--- src/rtl/ex_muldiv_unit_if.sv ---
// Handshake/data bundle between the EX-stage control and the iterative mul/div unit.
// The master side drives requests and MTHI/MTLO writes; the slave side returns status and HI/LO.
interface ex_muldiv_unit_if;
    logic        Start;
    logic [1:0]  Op;
    logic [31:0] A;
    logic [31:0] B;
    logic        Flush;
    logic        HiWe;
    logic        LoWe;
    logic [31:0] WData;
    logic        Busy;
    logic        Done;
    logic        DivByZero;
    logic [31:0] Hi;
    logic [31:0] Lo;

    modport master (
        output Start, Op, A, B, Flush, HiWe, LoWe, WData,
        input  Busy, Done, DivByZero, Hi, Lo
    );

    modport slave (
        input  Start, Op, A, B, Flush, HiWe, LoWe, WData,
        output Busy, Done, DivByZero, Hi, Lo
    );
endinterface

--- src/rtl/ex_muldiv_unit.sv ---
// Iterative 32x32 multiply / 32/32 divide producing architectural HI/LO.
// Operates on magnitudes over 32 iterations and applies the sign correction on the final cycle.
module ex_muldiv_unit (
    input  logic                  Clk,
    input  logic                  Rst_n,
    ex_muldiv_unit_if.slave       bus
);

    typedef enum logic [0:0] {
        S_IDLE = 1'b0,
        S_CALC = 1'b1
    } state_e;

    function automatic logic [31:0] neg32(input logic [31:0] v);
        return ~v + 32'd1;
    endfunction

    function automatic logic [63:0] neg64(input logic [63:0] v);
        return ~v + 64'd1;
    endfunction

    state_e      state_q, state_d;
    logic [5:0]  cnt_q, cnt_d;
    logic        is_div_q, is_div_d;
    logic        neg_res_q, neg_res_d;
    logic        neg_rem_q, neg_rem_d;
    logic        div0_q, div0_d;
    logic [31:0] opnd_q, opnd_d;
    logic [63:0] acc_q, acc_d;
    logic [31:0] hi_q, hi_d;
    logic [31:0] lo_q, lo_d;
    logic        done_q, done_d;
    logic        dbz_q, dbz_d;

    logic        a_neg_s, b_neg_s;
    logic [31:0] mag_a_s, mag_b_s;
    logic [32:0] mul_sum_s;
    logic [63:0] mul_next_s;
    logic [32:0] div_shift_s;
    logic [32:0] div_diff_s;
    logic        div_ge_s;
    logic [63:0] div_next_s;
    logic [63:0] prod_s;

    // Operand conditioning: magnitudes for signed ops, raw values for unsigned ops.
    assign a_neg_s = bus.Op[0] & bus.A[31];
    assign b_neg_s = bus.Op[0] & bus.B[31];
    assign mag_a_s = a_neg_s ? neg32(bus.A) : bus.A;
    assign mag_b_s = b_neg_s ? neg32(bus.B) : bus.B;

    // Multiply: low half of acc holds the multiplier and is shifted out as the product grows.
    assign mul_sum_s  = {1'b0, acc_q[63:32]} + ({1'b0, opnd_q} & {33{acc_q[0]}});
    assign mul_next_s = {mul_sum_s, acc_q[31:1]};

    // Divide: acc is {remainder, dividend/quotient}. The remainder stays below the divisor,
    // so bit 32 of the trial difference is a valid borrow flag.
    assign div_shift_s = {acc_q[63:32], acc_q[31]};
    assign div_diff_s  = div_shift_s - {1'b0, opnd_q};
    assign div_ge_s    = ~div_diff_s[32];
    assign div_next_s  = {(div_ge_s ? div_diff_s[31:0] : div_shift_s[31:0]), acc_q[30:0], div_ge_s};

    assign prod_s = neg_res_q ? neg64(acc_q) : acc_q;

    // Next-state and datapath control.
    always_comb begin
        state_d   = state_q;
        cnt_d     = cnt_q;
        is_div_d  = is_div_q;
        neg_res_d = neg_res_q;
        neg_rem_d = neg_rem_q;
        div0_d    = div0_q;
        opnd_d    = opnd_q;
        acc_d     = acc_q;
        hi_d      = hi_q;
        lo_d      = lo_q;
        done_d    = 1'b0;
        dbz_d     = 1'b0;

        case (state_q)
            S_IDLE: begin
                if (bus.Start && !bus.Flush) begin
                    state_d   = S_CALC;
                    cnt_d     = 6'd0;
                    is_div_d  = bus.Op[1];
                    neg_res_d = a_neg_s ^ b_neg_s;
                    neg_rem_d = a_neg_s;
                    div0_d    = bus.Op[1] & (bus.B == 32'd0);
                    if (bus.Op[1]) begin
                        opnd_d = mag_b_s;
                        acc_d  = {32'd0, mag_a_s};
                    end else begin
                        opnd_d = mag_a_s;
                        acc_d  = {32'd0, mag_b_s};
                    end
                end else if (!bus.Start) begin
                    if (bus.HiWe) begin
                        hi_d = bus.WData;
                    end else begin
                        hi_d = hi_q;
                    end
                    if (bus.LoWe) begin
                        lo_d = bus.WData;
                    end else begin
                        lo_d = lo_q;
                    end
                end else begin
                    state_d = S_IDLE;
                end
            end
            S_CALC: begin
                if (bus.Flush) begin
                    state_d = S_IDLE;
                    cnt_d   = 6'd0;
                end else if (cnt_q != 6'd32) begin
                    cnt_d = cnt_q + 6'd1;
                    if (is_div_q) begin
                        acc_d = div_next_s;
                    end else begin
                        acc_d = mul_next_s;
                    end
                end else begin
                    state_d = S_IDLE;
                    cnt_d   = 6'd0;
                    done_d  = 1'b1;
                    dbz_d   = div0_q;
                    if (is_div_q) begin
                        hi_d = neg_rem_q ? neg32(acc_q[63:32]) : acc_q[63:32];
                        if (div0_q) begin
                            lo_d = 32'hFFFF_FFFF;
                        end else begin
                            lo_d = neg_res_q ? neg32(acc_q[31:0]) : acc_q[31:0];
                        end
                    end else begin
                        hi_d = prod_s[63:32];
                        lo_d = prod_s[31:0];
                    end
                end
            end
            default: begin
                state_d = S_IDLE;
                cnt_d   = 6'd0;
            end
        endcase
    end

    // State and result registers.
    always_ff @(posedge Clk or negedge Rst_n) begin
        if (!Rst_n) begin
            state_q   <= S_IDLE;
            cnt_q     <= 6'd0;
            is_div_q  <= 1'b0;
            neg_res_q <= 1'b0;
            neg_rem_q <= 1'b0;
            div0_q    <= 1'b0;
            opnd_q    <= 32'd0;
            acc_q     <= 64'd0;
            hi_q      <= 32'd0;
            lo_q      <= 32'd0;
            done_q    <= 1'b0;
            dbz_q     <= 1'b0;
        end else begin
            state_q   <= state_d;
            cnt_q     <= cnt_d;
            is_div_q  <= is_div_d;
            neg_res_q <= neg_res_d;
            neg_rem_q <= neg_rem_d;
            div0_q    <= div0_d;
            opnd_q    <= opnd_d;
            acc_q     <= acc_d;
            hi_q      <= hi_d;
            lo_q      <= lo_d;
            done_q    <= done_d;
            dbz_q     <= dbz_d;
        end
    end

    assign bus.Busy      = (state_q == S_CALC);
    assign bus.Done      = done_q;
    assign bus.DivByZero = dbz_q;
    assign bus.Hi        = hi_q;
    assign bus.Lo        = lo_q;

endmodule

--- src/flat_wrapper.sv ---
// flat-port wrapper written by rule: the top's interface ports become plain ports
module ex_muldiv_unit_flat 
  (Clk, Rst_n, bus_Start, bus_Op, bus_A, bus_B, bus_Flush, bus_HiWe, bus_LoWe, bus_WData, bus_Busy, bus_Done, bus_DivByZero, bus_Hi, bus_Lo);
  ex_muldiv_unit_if bus_i ();
  input  logic Clk;
  input  logic Rst_n;
  input wire logic [$bits(bus_i.Start)-1:0] bus_Start;
  input wire logic [$bits(bus_i.Op)-1:0] bus_Op;
  input wire logic [$bits(bus_i.A)-1:0] bus_A;
  input wire logic [$bits(bus_i.B)-1:0] bus_B;
  input wire logic [$bits(bus_i.Flush)-1:0] bus_Flush;
  input wire logic [$bits(bus_i.HiWe)-1:0] bus_HiWe;
  input wire logic [$bits(bus_i.LoWe)-1:0] bus_LoWe;
  input wire logic [$bits(bus_i.WData)-1:0] bus_WData;
  output wire logic [$bits(bus_i.Busy)-1:0] bus_Busy;
  output wire logic [$bits(bus_i.Done)-1:0] bus_Done;
  output wire logic [$bits(bus_i.DivByZero)-1:0] bus_DivByZero;
  output wire logic [$bits(bus_i.Hi)-1:0] bus_Hi;
  output wire logic [$bits(bus_i.Lo)-1:0] bus_Lo;
  assign bus_i.Start = bus_Start;
  assign bus_i.Op = bus_Op;
  assign bus_i.A = bus_A;
  assign bus_i.B = bus_B;
  assign bus_i.Flush = bus_Flush;
  assign bus_i.HiWe = bus_HiWe;
  assign bus_i.LoWe = bus_LoWe;
  assign bus_i.WData = bus_WData;
  assign bus_Busy = bus_i.Busy;
  assign bus_Done = bus_i.Done;
  assign bus_DivByZero = bus_i.DivByZero;
  assign bus_Hi = bus_i.Hi;
  assign bus_Lo = bus_i.Lo;
  ex_muldiv_unit u_core (.Clk(Clk), .Rst_n(Rst_n), .bus(bus_i));
endmodule
--- config.mk ---
export PLATFORM = sky130hd
export DESIGN_NAME = ex_muldiv_unit_flat
export DESIGN_NICKNAME = d
export VERILOG_FILES = /design/src/rtl/ex_muldiv_unit_if.sv /design/src/rtl/ex_muldiv_unit.sv /design/src/flat_wrapper.sv
export SDC_FILE = /design/constraint.sdc
export NUM_CORES = 1
export LEC_CHECK = 0
export ABC_AREA = 1
export CAP_MARGIN = 10
export CORE_MARGIN = 1.5
export CORE_UTILIZATION = 35
export CTS_CLUSTER_SIZE = 24
export DETAILED_ROUTE_END_ITERATION = 12
export GPL_TIMING_DRIVEN = 0
export PLACE_DENSITY = 0.55
export SYNTH_ARGS = -nofsm -noshare
export SYNTH_HDL_FRONTEND = slang
export SYNTH_SLANG_ARGS = --single-unit
--- constraint.sdc ---
create_clock -name Clk -period 3.5 [get_ports Clk]
set_clock_uncertainty 0.05 [all_clocks]
set_input_delay 0.875 -clock Clk [delete_from_list [all_inputs] [get_ports Clk]]
set_output_delay 0.875 -clock Clk [all_outputs]
set_load 0.1 [all_outputs]
# Yosys cells after proc, flatten, opt, wreduce, memory -nomap -nowiden
# Index checks and enable logic that the tools add are counted.
# op_classes
n_mux,42
multipliers,0
shift,0
bitwise,12
add_sub_neg,8
reduce_logical,7
div,0
n_eq_ne,9
order_cmp,0
# ops
operator,n
32-bit two-way mux,20
64-bit two-way mux,5
"32-bit by 1-bit adder with 32-bit output, second input constant",4
32-bit inverter,4
32-bit case mux with 2 select lines,2
64-bit case mux with 2 select lines,1
"64-bit by 1-bit adder with 64-bit output, second input constant",1
64-bit inverter,1
32-bit by 33-bit adder with 33-bit output,1
32-bit by 33-bit AND with 33-bit output,1
33-bit by 32-bit subtractor with 33-bit output,1
32-bit logical NOT,1
6-bit two-way mux,3
"2-bit inequality test, second input constant",7
6-bit case mux with 2 select lines,1
5-bit AND reduction,2
1-bit two-way mux,9
"6-bit by 1-bit adder with 6-bit output, second input constant",1
"6-bit inequality test, second input constant",1
1-bit AND,3
3-bit AND reduction,1
"2-bit by 1-bit inequality test with 1-bit output, second input constant",1
1-bit inverter,2
1-bit case mux with 2 select lines,1
other kinds (4),4
# word_totals
ramBits,0
n_memories,0
word_cells,90
ff_bits,173
output_inout_bits,67
latch_bits,0
in_bits,104
romBits,0

# Longest topological paths before layout
# Gate-level depths: netlist of the first run.
# depth
ltp_word,8
ltp_mapped,22
mapped_depth_nobuf,20

# Least setup slack after synthesis of the first run
# Ideal clock, no wire load.
# synth_path
kind,register to register
from,register u_core.acc_q[0]
to,register u_core.acc_q[61]
n_path_buf,2
setup_slack_ps,904
required_time_ps,3334
synth_period_minus_slack_ps,2596
stages_incl_launch_ff,22
setup_ps,116
arrival_time_ps,2429
path_cell_list,dfrtp_1 > buf_2 > buf_1 > nand2_1 > inv_1 > ha_1 > inv_1 > fa_1 > inv_1 > nand3_1 > nand3_1 > nand2_1 > nand2_1 > nand2_1 > nand2_1 > nand2_1 > nand3_1 > nand3_1 > nand2_1 > inv_1 > nand2_1 > nand2_1
# synth_via
elab_chain_cells,6
# synth_lines
item,line_no,text
start: declaration,ex_muldiv_unit.sv:29,"logic [63:0] acc_q, acc_d;"
start signal: assignment,ex_muldiv_unit.sv:156,acc_q <= 64'd0;
start signal: assignment,ex_muldiv_unit.sv:169,acc_q <= acc_d;
32-bit by 33-bit AND with 33-bit output,ex_muldiv_unit.sv:52,"assign mul_sum_s = {1'b0, acc_q[63:32]} + ({1'b0, opnd_q} & {33{acc_q[0]}});"
32-bit by 33-bit adder with 33-bit output,ex_muldiv_unit.sv:52,
64-bit two-way mux,ex_muldiv_unit.sv:116,if (is_div_q) begin
64-bit two-way mux,ex_muldiv_unit.sv:114,end else if (cnt_q != 6'd32) begin
64-bit two-way mux,ex_muldiv_unit.sv:111,if (bus.Flush) begin
64-bit case mux with 2 select lines,ex_muldiv_unit.sv:79,case (state_q)
# Every way passes these cells. The select of a mux whose other input is x is not followed.
# A chain may end at the register's enable or synchronous reset.

# Worst setup path after layout of the first run
# layout_path
from,register u_core.acc_q[48]
to,register u_core.acc_q[54]
# layout_via
elab_chain_cells,6
word_cells_on_any_way,7
cone_classes,add/sub: 2; mux: 5
# layout_lines
item,line_no,text
33-bit by 32-bit subtractor with 33-bit output,ex_muldiv_unit.sv:58,"assign div_diff_s = div_shift_s - {1'b0, opnd_q};"
32-bit two-way mux,ex_muldiv_unit.sv:60,"assign div_next_s = {(div_ge_s ? div_diff_s[31:0] : div_shift_s[31:0]), acc_q[30:0], div_ge_s};"
64-bit two-way mux *,ex_muldiv_unit.sv:116,
64-bit two-way mux *,ex_muldiv_unit.sv:114,
64-bit two-way mux *,ex_muldiv_unit.sv:111,
64-bit case mux with 2 select lines *,ex_muldiv_unit.sv:79,
# Mark *: on every way between the ends. The rest lies on a longest branch, timed or not. The select of a mux whose other input is x is not followed.

==> results of run 1 <==
power groups by stage:
stage / logic [mW] / clock network (mW) / registers (mW)
floorplan: 7.62 / 0 / 5.06
global placement: 13.4 / 0 / 3.81
detailed placement: 13.3 / 0 / 3.81
CTS: 13.4 / 1.94 / 3.77
global route: 14.9 / 2.00 / 3.85
finish: 13.7 / 1.91 / 3.83
final timing paths:
kind,endpoint,cells past startpoint
setup / recovery,u_core.acc_q[54]$_DFFE_PN0P_,15
hold / removal,u_core.opnd_q[16]$_DFFE_PN0P_,1
setup reg to reg,u_core.acc_q[54]$_DFFE_PN0P_,15
hold reg to reg,u_core.bus.Lo[7]$_DFFE_PN0P_,2
max in group asynchronous,u_core.bus.Lo[5]$_DFFE_PN0P_,2
min in group Clk,u_core.bus.Lo[7]$_DFFE_PN0P_,2
worst max-delay path: stages (launching register included):
cell     delay [ps]
dfrtp_1         760
ha_1            410
nand2_1          90
nand2_1          80
nand2_1          70
nand2_1          60
nand2_1          70
nand2_1          90
a21oi_1         510
nand3_1         230
nand2_4         160
buf_6           190
nand2_1         150
nand3_1         200
nand2_1          70
nand2_1          60
cell usage in the layout, fill, tap and decap left out, drive strengths merged:
master,netlist,routed
or2,3,3
nor3,35,35
clkdlybuf4s50,0,169
a21oi,212,212
nor2,397,397
o21bai,8,8
o211ai,32,32
xor2,52,52
inv,476,481
clkinv,3,9
and3,2,2
o41ai,1,1
nor3b,1,1
xnor2,22,22
diode,0,1
nor4,2,2
clkbuf,62,83
and2,10,10
nand3,329,329
a221o,2,2
a31oi,17,17
o31ai,7,7
o221ai,8,8
buf,44,45
nand2,1094,1094
o22ai,3,3
nand4,40,40
ha,70,70
a21o,3,3
dfrtp,173,173
o21a,1,1
a22oi,10,10
a21boi,1,1
nand3b,14,14
fa,2,2
o21ai,146,146
through the flow:
| stage | area, µm² | total power, mW |
|---|---|---|
| floorplan | 18650 | 12.68 |
| finish | 21800 | 19.40 |
| detailed placement | 21250 | 17.13 |
| global route | 21800 | 20.73 |
| CTS | 21800 | 19.10 |
| global placement | 21220 | 17.16 |
kinds of logic after synthesis:
family                     Yosys count  synth area share
and+or+nand+nor                   1927            0.4278
adders and majority gates           72           0.04910
DFF                                173            0.2321
AOI/OAI and AO/OA                  451            0.1338
xor gates and xnor gates            74           0.03474
buffers and inverters              585            0.1225
what timing repair did:
item                                    4_1_cts  5_1_grt
hold endpoints to repair                      0        0
endpoints found under the setup margin       10       12
gates resized for setup                       0        2
gates cloned                                  0        0
per-layer routing:
| metal | GRT usage | wire length, µm |
|---|---|---|
| met2 | 0.4732 | 36800 |
| met4 | 0.1735 | 5036 |
| met3 | 0.05873 | 7280 |
| met5 | 0 | 26 |
| met1 | 0.4347 | 38480 |
flip-flops by register name, indices dropped and copies added, names as in the netlist, 6 cells and up:
name	flops
u_core.acc_q	64
u_core.bus.Hi	32
u_core.bus.Lo	32
u_core.cnt_q	6
u_core.opnd_q	32
area by class of cell:
type / count / area [µm²]
Clock buffer: 21 / 450.4
Multi-Input combinational cell: 2524 / 12040
Sequential cell: 173 / 4329
Fill cell: 5877 / 30850
Tap cell: 688 / 860.8
Inverter: 479 / 1798
Buffer: 105 / 485.5
Clock inverter: 11 / 100.1
Antenna cell: 1 / 2.502
Timing Repair Buffer: 171 / 1734
==> flow_summary.json, run 1 <==
{
  "outcome": "finished clean",
  "num-nets-final": 3647,
  "die_w_um": 233.9,
  "grt_max_degree": 89,
  "layout-drive-gt1-share": 0.03100,
  "crit_fanout": 10,
  "r2r_slack_ps": 160,
  "detail_route.iter0.violations": 2276,
  "areaGrowthSynthToFinish_pct": 16.87,
  "placed_cells": 4141,
  "grt_setup_unrepaired": "no",
  "synth_edf_count": 0,
  "ant_nets": 0,
  "worst_pin_slew_ps": 1196,
  "drt-total-wl_um": 87630,
  "cts_hold_buf": 0,
  "track_usage": 0.3185,
  "seq_area_frac_synth": 0.2321,
  "clock_tree.root_cell": "clkbuf_16",
  "hpwlAfterDp_um": 72670,
  "yosys-top-cells-count": "nand2_1, inv_1, nor2_1",
  "path_class": "flip-flop to flip-flop",
  "final_max_slew_viol_count": 0,
  "finalSetupViolations": 0,
  "seqPwrFrac": 0.198,
  "yosysTopAreaCellShare": 0.2321,
  "p_int_mw": 7.461,
  "relSlewSlack": 0.1940,
  "async_flop_share": 1.000,
  "cts_setup_buffers": 0,
  "core_area_mm2": 0.05266,
  "ir_drop_mv": 0.6162,
  "period_share": 0.9530,
  "fp.dieH_um": 233.9,
  "cp-startpoint": "u_core.acc_q[48]$_DFFE_PN0P_",
  "io_buffers": 170,
  "avgSynthCellArea_um2": 5.684,
  "post-route-min-period_ps": 3336,
  "maxCapViolCount": 0,
  "clockPowerShare": 0.098,
  "p_switching_mw": 11.94,
  "power.share.switching": 0.6154,
  "ys_ff_latch": 173,
  "synth.net_count": 3458,
  "fin_util": 0.4140,
  "vias_per_cell": 5.336,
  "drt-pass1-iter-count": 5,
  "cts_buffer_depth": 2,
  "p_leak_nw": 11.25,
  "worstPathArrival_ps": 3720,
  "initial_core_util": 0.3543,
  "clkTransAtPathRegs_ps": 70,
  "io_pins": 171,
  "drc_errors": 0,
  "synthCells": 3282,
  "grt_pass1_vias": 20433,
  "die_area_mm2": 0.05469,
  "fmax_mhz": 299.8,
  "h-tree-depth": 4,
  "netlist_top_cells_area": "dfrtp_1, nand2_1, inv_1",
  "synth_cell_types": 47,
  "setup_ws_ps": 164.5,
  "cts_buffers": 17,
  "vias": 22267,
  "start_kind": "flip-flop",
  "num_rows": 84,
  "r2r_start": "u_core.acc_q[48]$_DFFE_PN0P_",
  "place_congestion": 1.137,
  "p_comb_frac": 0.704,
  "endpoint_kind": "flip-flop",
  "grt_pass1_wl_um": 127900,
  "ys.flop_type": "dfrtp_1",
  "synth.most_common_cell": "nand2_1",
  "fin_cells": 4173,
  "tritoncts": "done",
  "p_per_area_mw_per_mm2": 889.8,
  "required_ps": 3880,
  "syn_area_mm2": 0.01865,
  "whs_ps": 305.7,
  "clock_sinks": 173,
  "finalHoldViolations": 0,
  "synth_area_leader_cell": "dfrtp_1",
  "worstHoldPathType": "input port to asynchronous set/reset pin",
  "clkLatencyLatePin_ps": 500,
  "synth_warnings": 0,
  "place_ws_ps": -319.7,
  "overflow": 0,
  "setup-tns-final_ps": 0,
  "routed_wire_length_per_instance_um": 21.00,
  "antenna_found_initial": 2
}
Power figures use the tool's default switching activity.
==> run 2, diff against run 1 <==
- CORE_MARGIN: 1.5 -> 2
==> run 2 against run 1 <==
Via count is 0.47% lower. Global-route usage is 0.21 points higher. Setup slack better by 43 ps. First-iteration DRC count is 1.5% higher. Critical endpoint is now u_core.acc_q[53]$_DFFE_PN0P_. Critical path depth is 5 higher. Clock-buffer cell count is 2 lower. Die area is 0.86% higher. Design area is 0.33% higher. Register-to-register slack better by 40 ps. Clock power is 10% higher. Critical path type unchanged. Non-clock buffer count stayed put. Sequential share of layout area is 0.066 points lower.
==> flow_summary.json, run 2 (synthesized netlist as in run 1, its figures left out) <==
{
  "outcome": "finished clean",
  "power_mw": 19.70,
  "fp.dieH_um": 234.9,
  "fin_util": 0.4154,
  "drt-total-wl_um": 89890,
  "p_per_area_mw_per_mm2": 900.6,
  "clock_sinks": 173,
  "vias": 22163,
  "grt_max_degree": 101,
  "num_rows": 84,
  "io_buffers": 170,
  "die_w_um": 234.9,
  "grt_pass1_wl_um": 133300,
  "finalSetupViolations": 0,
  "crit_chain": "clkbuf_4 > nand2_1 > inv_1 > ha_1 > inv_1 > fa_1 > inv_1 > nand3_1 > nand3_2 > nand2_1 > nand2_1 > nand2_1 > nand2_1 > nand2_1 > nand3_1 > nand3_1 > nand2_1 > inv_1 > nand2_1 > nand2_1",
  "core_area_mm2": 0.05266,
  "dr_wl_met3_um": 5909,
  "placed_cell_area_mm2": 0.02125,
  "detail_route.iter0.violations": 2311,
  "met1_length_um": 40830,
  "cp_top_family": "simple AND/OR/NAND/NOR gates",
  "worstPathArrival_ps": 3610,
  "hpwlAfterDp_um": 75090,
  "crit_fanout": 19,
  "grt_setup_unrepaired": "no",
  "layout_common_cells": "nand2_1, inv_1, nor2_1, nand3_1, a21oi_1",
  "antenna_found_initial": 2,
  "crit_buf_inv": 5,
  "relSlewSlack": 0.3032,
  "cp_common_cell": "nand2_1",
  "overflow": 0,
  "endpoint_kind": "flip-flop",
  "p_leak_nw": 11.29,
  "final_common_cell": "nand2_1",
  "layout-drive-gt1-share": 0.03272,
  "final_max_slew_viol_count": 0,
  "ir_drop_mv": 0.3934,
  "place_ws_ps": -275.3,
  "ant_nets": 0,
  "start_kind": "flip-flop",
  "fmax_mhz": 303.7,
  "largest_register_ffs": 64,
  "drt-pass1-iter-count": 6,
  "grt_pass1_vias": 21007,
  "tritoncts": "done",
  "place_congestion": 1.020,
  "regMostFlops": "u_core.acc_q",
  "clock_tree.root_cell": "clkbuf_16",
  "fill_cells": 5920,
  "initial_core_util": 0.3543,
  "path_class": "flip-flop to flip-flop",
  "setup-tns-final_ps": 0,
  "routed-wl-met2_um": 38930,
  "required_ps": 3810,
  "antenna_cells": 0,
  "cts_setup_buffers": 0,
  "clkLatencyLatePin_ps": 480,
  "clkTransAtPathRegs_ps": 70,
  "drc_errors": 0,
  "areaGrowthSynthToFinish_pct": 17.26,
  "setup_ws_ps": 207.1,
  "worst_pin_slew_ps": 1045,
  "cp_slowest_cell": "fa_1",
  "cts_buffers": 17,
  "num-nets-final": 3647,
  "die_area_mm2": 0.05516,
  "cts_resized": 0,
  "h-tree-depth": 4,
  "track_usage": 0.3206,
  "period_share": 0.9408,
  "maxCapViolCount": 0,
  "worstHoldPathType": "input port to asynchronous set/reset pin",
  "top_layer_used": "met5",
  "cts_buffer_depth": 2,
  "cts_hold_buf": 0,
  "post-route-min-period_ps": 3293,
  "vias_per_cell": 5.312,
  "slowest_delay_ps": 390,
  "io_pins": 171,
  "final_area_mm2": 0.02187,
  "finalHoldViolations": 0,
  "routed_wire_length_per_instance_um": 21.54
}
-- run 2: changes by cell type in the layout (fill, tap and decap cells not counted), sizes merged --
cell,change
buf,-3
bufinv,+2
clkbuf,+1
clkinv,-5
clkinvlp,+3
diode,-1
inv,+2
-- run 2: final timing paths --
path | from | endpoint | slack, ps | cells after the start
max in group asynchronous | Rst_n | u_core.bus.Lo[21]$_DFFE_PN0P_ | 2080 | 2
min in group Clk | u_core.bus.Lo[7]$_DFFE_PN0P_ | u_core.bus.Lo[7]$_DFFE_PN0P_ | 460 | 2
setup / recovery | u_core.acc_q[0]$_DFFE_PN0P_ | u_core.acc_q[53]$_DFFE_PN0P_ | 210 | 20
setup reg to reg | u_core.acc_q[0]$_DFFE_PN0P_ | u_core.acc_q[53]$_DFFE_PN0P_ | 210 | 20
hold / removal | Rst_n | u_core.opnd_q[18]$_DFFE_PN0P_ | 290 | 1
hold reg to reg | u_core.bus.Lo[7]$_DFFE_PN0P_ | u_core.bus.Lo[7]$_DFFE_PN0P_ | 460 | 2
-- run 2: metal layers --
| metal | GRT usage | vias up |
|---|---|---|
| li1 | - | 10850 |
| met1 | 0.4456 | 10211 |
| met2 | 0.4970 | 944 |
| met3 | 0.03771 | 154 |
| met4 | 0.1458 | 4 |
| met5 | 0 | - |
-- run 2: where the power goes --
| group | switching [mW] | internal (mW) | total (mW) |
|---|---|---|---|
| Combinational | 9.86 | 3.90 | 13.8 |
| Sequential | 1.21 | 2.62 | 3.82 |
| Clock | 1.00 | 1.10 | 2.11 |
| Total | 12.1 | 7.62 | 19.7 |
-- run 2: area by class of cell --
| type | instances | area (µm²) | area share |
|---|---|---|---|
| Buffer | 105 | 488.0 | 0.02231 |
| Clock buffer | 19 | 442.9 | 0.02025 |
| Clock inverter | 13 | 170.2 | 0.007779 |
| Inverter | 479 | 1798 | 0.08220 |
| Multi-Input combinational cell | 2524 | 12050 | 0.5509 |
| Sequential cell | 173 | 4329 | 0.1979 |
| Tap cell | 688 | 860.8 | 0.03935 |
| Timing Repair Buffer | 171 | 1734 | 0.07928 |
-- run 2: metrics by stage --
stage / instances / hold slack [ps]
2_1_floorplan: 3282 / 409.9
4_1_cts: 4172 / 345.2
5_1_grt: 4172 / 346.2
3_3_place_gp: 4140 / 418.9
6_report: 4172 / 288.0
3_5_place_dp: 4141 / 430.9
==> run 3, diff against run 2 <==
- REMOVE_ABC_BUFFERS: default -> 1
==> run 3 against run 2 <==
Sequential cell count is the same. Wire length shrank 11%. Register-to-register slack lost 200 ps. Critical path depth shrank 10. Sequential share of layout area grew 0.13 points. Die area is the same. Design area shrank 0.35%. Clock power shrank 6%. Hold slack lost 63 ps. Fmax shrank 5.7%. Combinational power shrank 7%. Critical path type unchanged. Critical endpoint is now u_core.opnd_q[12]$_DFFE_PN0P_. Largest power group unchanged.
==> flow_summary.json, run 3 (synthesized netlist as in run 1, its figures left out) <==
{
  "place_congestion": 0.9542,
  "num_rows": 84,
  "antenna_cells": 0,
  "routed_wire_length_per_instance_um": 19.60,
  "p_comb_frac": 0.688,
  "core_area_mm2": 0.05266,
  "io_pins": 171,
  "clock_sinks": 173,
  "outcome": "finished clean",
  "fmax_mhz": 286.4,
  "layout-drive-gt1-share": 0.03552,
  "finalHoldViolations": 0,
  "worstHoldPathType": "input port to asynchronous set/reset pin",
  "crit_fanout": 85,
  "clkTransAtPathRegs_ps": 70,
  "io_buffers": 170,
  "grt_max_degree": 112,
  "cts_buffers": 17,
  "die_w_um": 234.9,
  "initial_core_util": 0.3543,
  "track_usage": 0.2827,
  "vias": 21485,
  "setup-tns-final_ps": 0,
  "maxCapViolCount": 0,
  "detail_route.iter0.violations": 1856,
  "whs_ps": 225.1,
  "tritoncts": "done",
  "clock_tree.root_cell": "clkbuf_16",
  "p_leak_nw": 11.19,
  "seqPwrFrac": 0.206,
  "worstPathArrival_ps": 3870,
  "layout_common_cells": "nand2_1, inv_1, nor2_1, nand3_1, a21oi_1",
  "overflow": 0,
  "drt-total-wl_um": 80260,
  "endpoint_kind": "flip-flop",
  "path_class": "flip-flop to flip-flop",
  "p_switching_mw": 11.38,
  "fp.dieH_um": 234.9,
  "cts_buffer_depth": 2,
  "required_ps": 3880,
  "worst_pin_slew_ps": 1103,
  "drc_errors": 0,
  "slowest_delay_ps": 650,
  "relSlewSlack": 0.2639,
  "post-route-min-period_ps": 3492,
  "grt_pass1_wl_um": 120100,
  "areaGrowthSynthToFinish_pct": 16.85,
  "final_common_cell": "nand2_1",
  "final_max_slew_viol_count": 0,
  "ant_nets": 0,
  "die_area_mm2": 0.05516,
  "grt_pass1_vias": 19685,
  "period_share": 0.9976,
  "clockPowerShare": 0.106,
  "antenna_found_initial": 1,
  "drt-pass1-iter-count": 6,
  "clkLatencyLatePin_ps": 500,
  "h-tree-depth": 4,
  "cp_slowest_cell": "dfrtp_4",
  "grt_setup_unrepaired": "yes",
  "finalSetupViolations": 0,
  "p_per_area_mw_per_mm2": 859.9,
  "regMostFlops": "u_core.acc_q",
  "hpwlAfterDp_um": 63250,
  "vias_per_cell": 5.247,
  "num-nets-final": 3570,
  "crit_chain": "buf_16 > inv_4 > buf_16 > nand2_1 > nor2_4 > inv_2 > nor2_4 > inv_2 > a21oi_1 > a221o_1",
  "power.share.switching": 0.6073,
  "largest_register_ffs": 64,
  "ir_drop_mv": 0.4997,
  "p_int_mw": 7.361,
  "start_kind": "flip-flop"
}
==> run 3: cell count changes in the layout (fill, tap and decap cells not counted), sizes merged, moves of 4 or more <==
cell / before / now
clkbuf: 84 / 17
clkinv: 4 / 8
nor2: 397 / 401
clkinvlp: 3 / 9
buf: 42 / 22
==> run 3: through the flow <==
step	util	setup WS [ps]	total power, mW	instances	area [µm²]
2_1_floorplan	-	-3665	12.39	3176	18170
3_3_place_gp	0.3937	-7451	16.44	4034	20730
3_5_place_dp	0.3993	-1318	16.47	4045	21030
4_1_cts	0.4117	1.366	18.54	4083	21680
5_1_grt	0.4140	-57.22	20.18	4095	21800
6_report	0.4140	8.354	18.74	4095	21800
==> run 3: worst max-delay path: cells and delay by family, from the launching register on <==
family | cells | cell delay, ps
AOI/OAI and AO/OA | 2 | 320
DFF | 1 | 650
buffers and inverters | 5 | 1170
and+or+nand+nor | 3 | 1050
==> run 3: cell type report <==
cell class	count	area (µm²)
Fill cell	5804	30860
Multi-Input combinational cell	2528	12120
Sequential cell	173	4342
Timing Repair Buffer	190	2046
Inverter	479	1813
Tap cell	688	860.8
Clock buffer	17	425.4
Clock inverter	15	157.7
Timing Repair inverter	5	35.03
==> run 3: repair_timing <==
item                                    in CTS  in global routing
buffers inserted                             2                  7
cloned                                       4                  5
gates resized for setup                      9                  9
pin swaps                                    3                  4
hold buffers                                 0                  0
endpoints found under the setup margin      91                 69
==> run 3: power by group through the flow <==
stage                     Combinational [mW]  Sequential [mW]  Clock, mW
after floorplan                         7.21             5.17          0
after global placement                  12.5             3.97          0
after detailed placement                12.6             3.87          0
after CTS                               12.7             3.83       2.04
after global routing                    14.2             3.91       2.11
final                                   12.9             3.86       1.99
==> run 3: path summary, 6_finish.rpt <==
| check | start | to | slack, ps | cells past startpoint |
|---|---|---|---|---|
| min | Rst_n | u_core.opnd_q[23]$_DFFE_PN0P_ | 230 | 1 |
| min in group Clk | u_core.bus.Lo[21]$_DFFE_PN0P_ | u_core.bus.Lo[21]$_DFFE_PN0P_ | 440 | 2 |
| max in group asynchronous | Rst_n | u_core.bus.Busy$_DFF_PN0_ | 2120 | 2 |
| max | u_core.bus.Busy$_DFF_PN0_ | u_core.opnd_q[12]$_DFFE_PN0P_ | 8 | 10 |
| min reg2reg | u_core.bus.Lo[21]$_DFFE_PN0P_ | u_core.bus.Lo[21]$_DFFE_PN0P_ | 440 | 2 |
| max reg2reg | u_core.bus.Busy$_DFF_PN0_ | u_core.opnd_q[12]$_DFFE_PN0P_ | 8 | 10 |
==> run 3: metal layers <==
layer	GRT usage	wire length, µm
met1	0.4021	37140
met2	0.4258	34130
met3	0.04053	5651
met4	0.1191	3325
met5	0	13
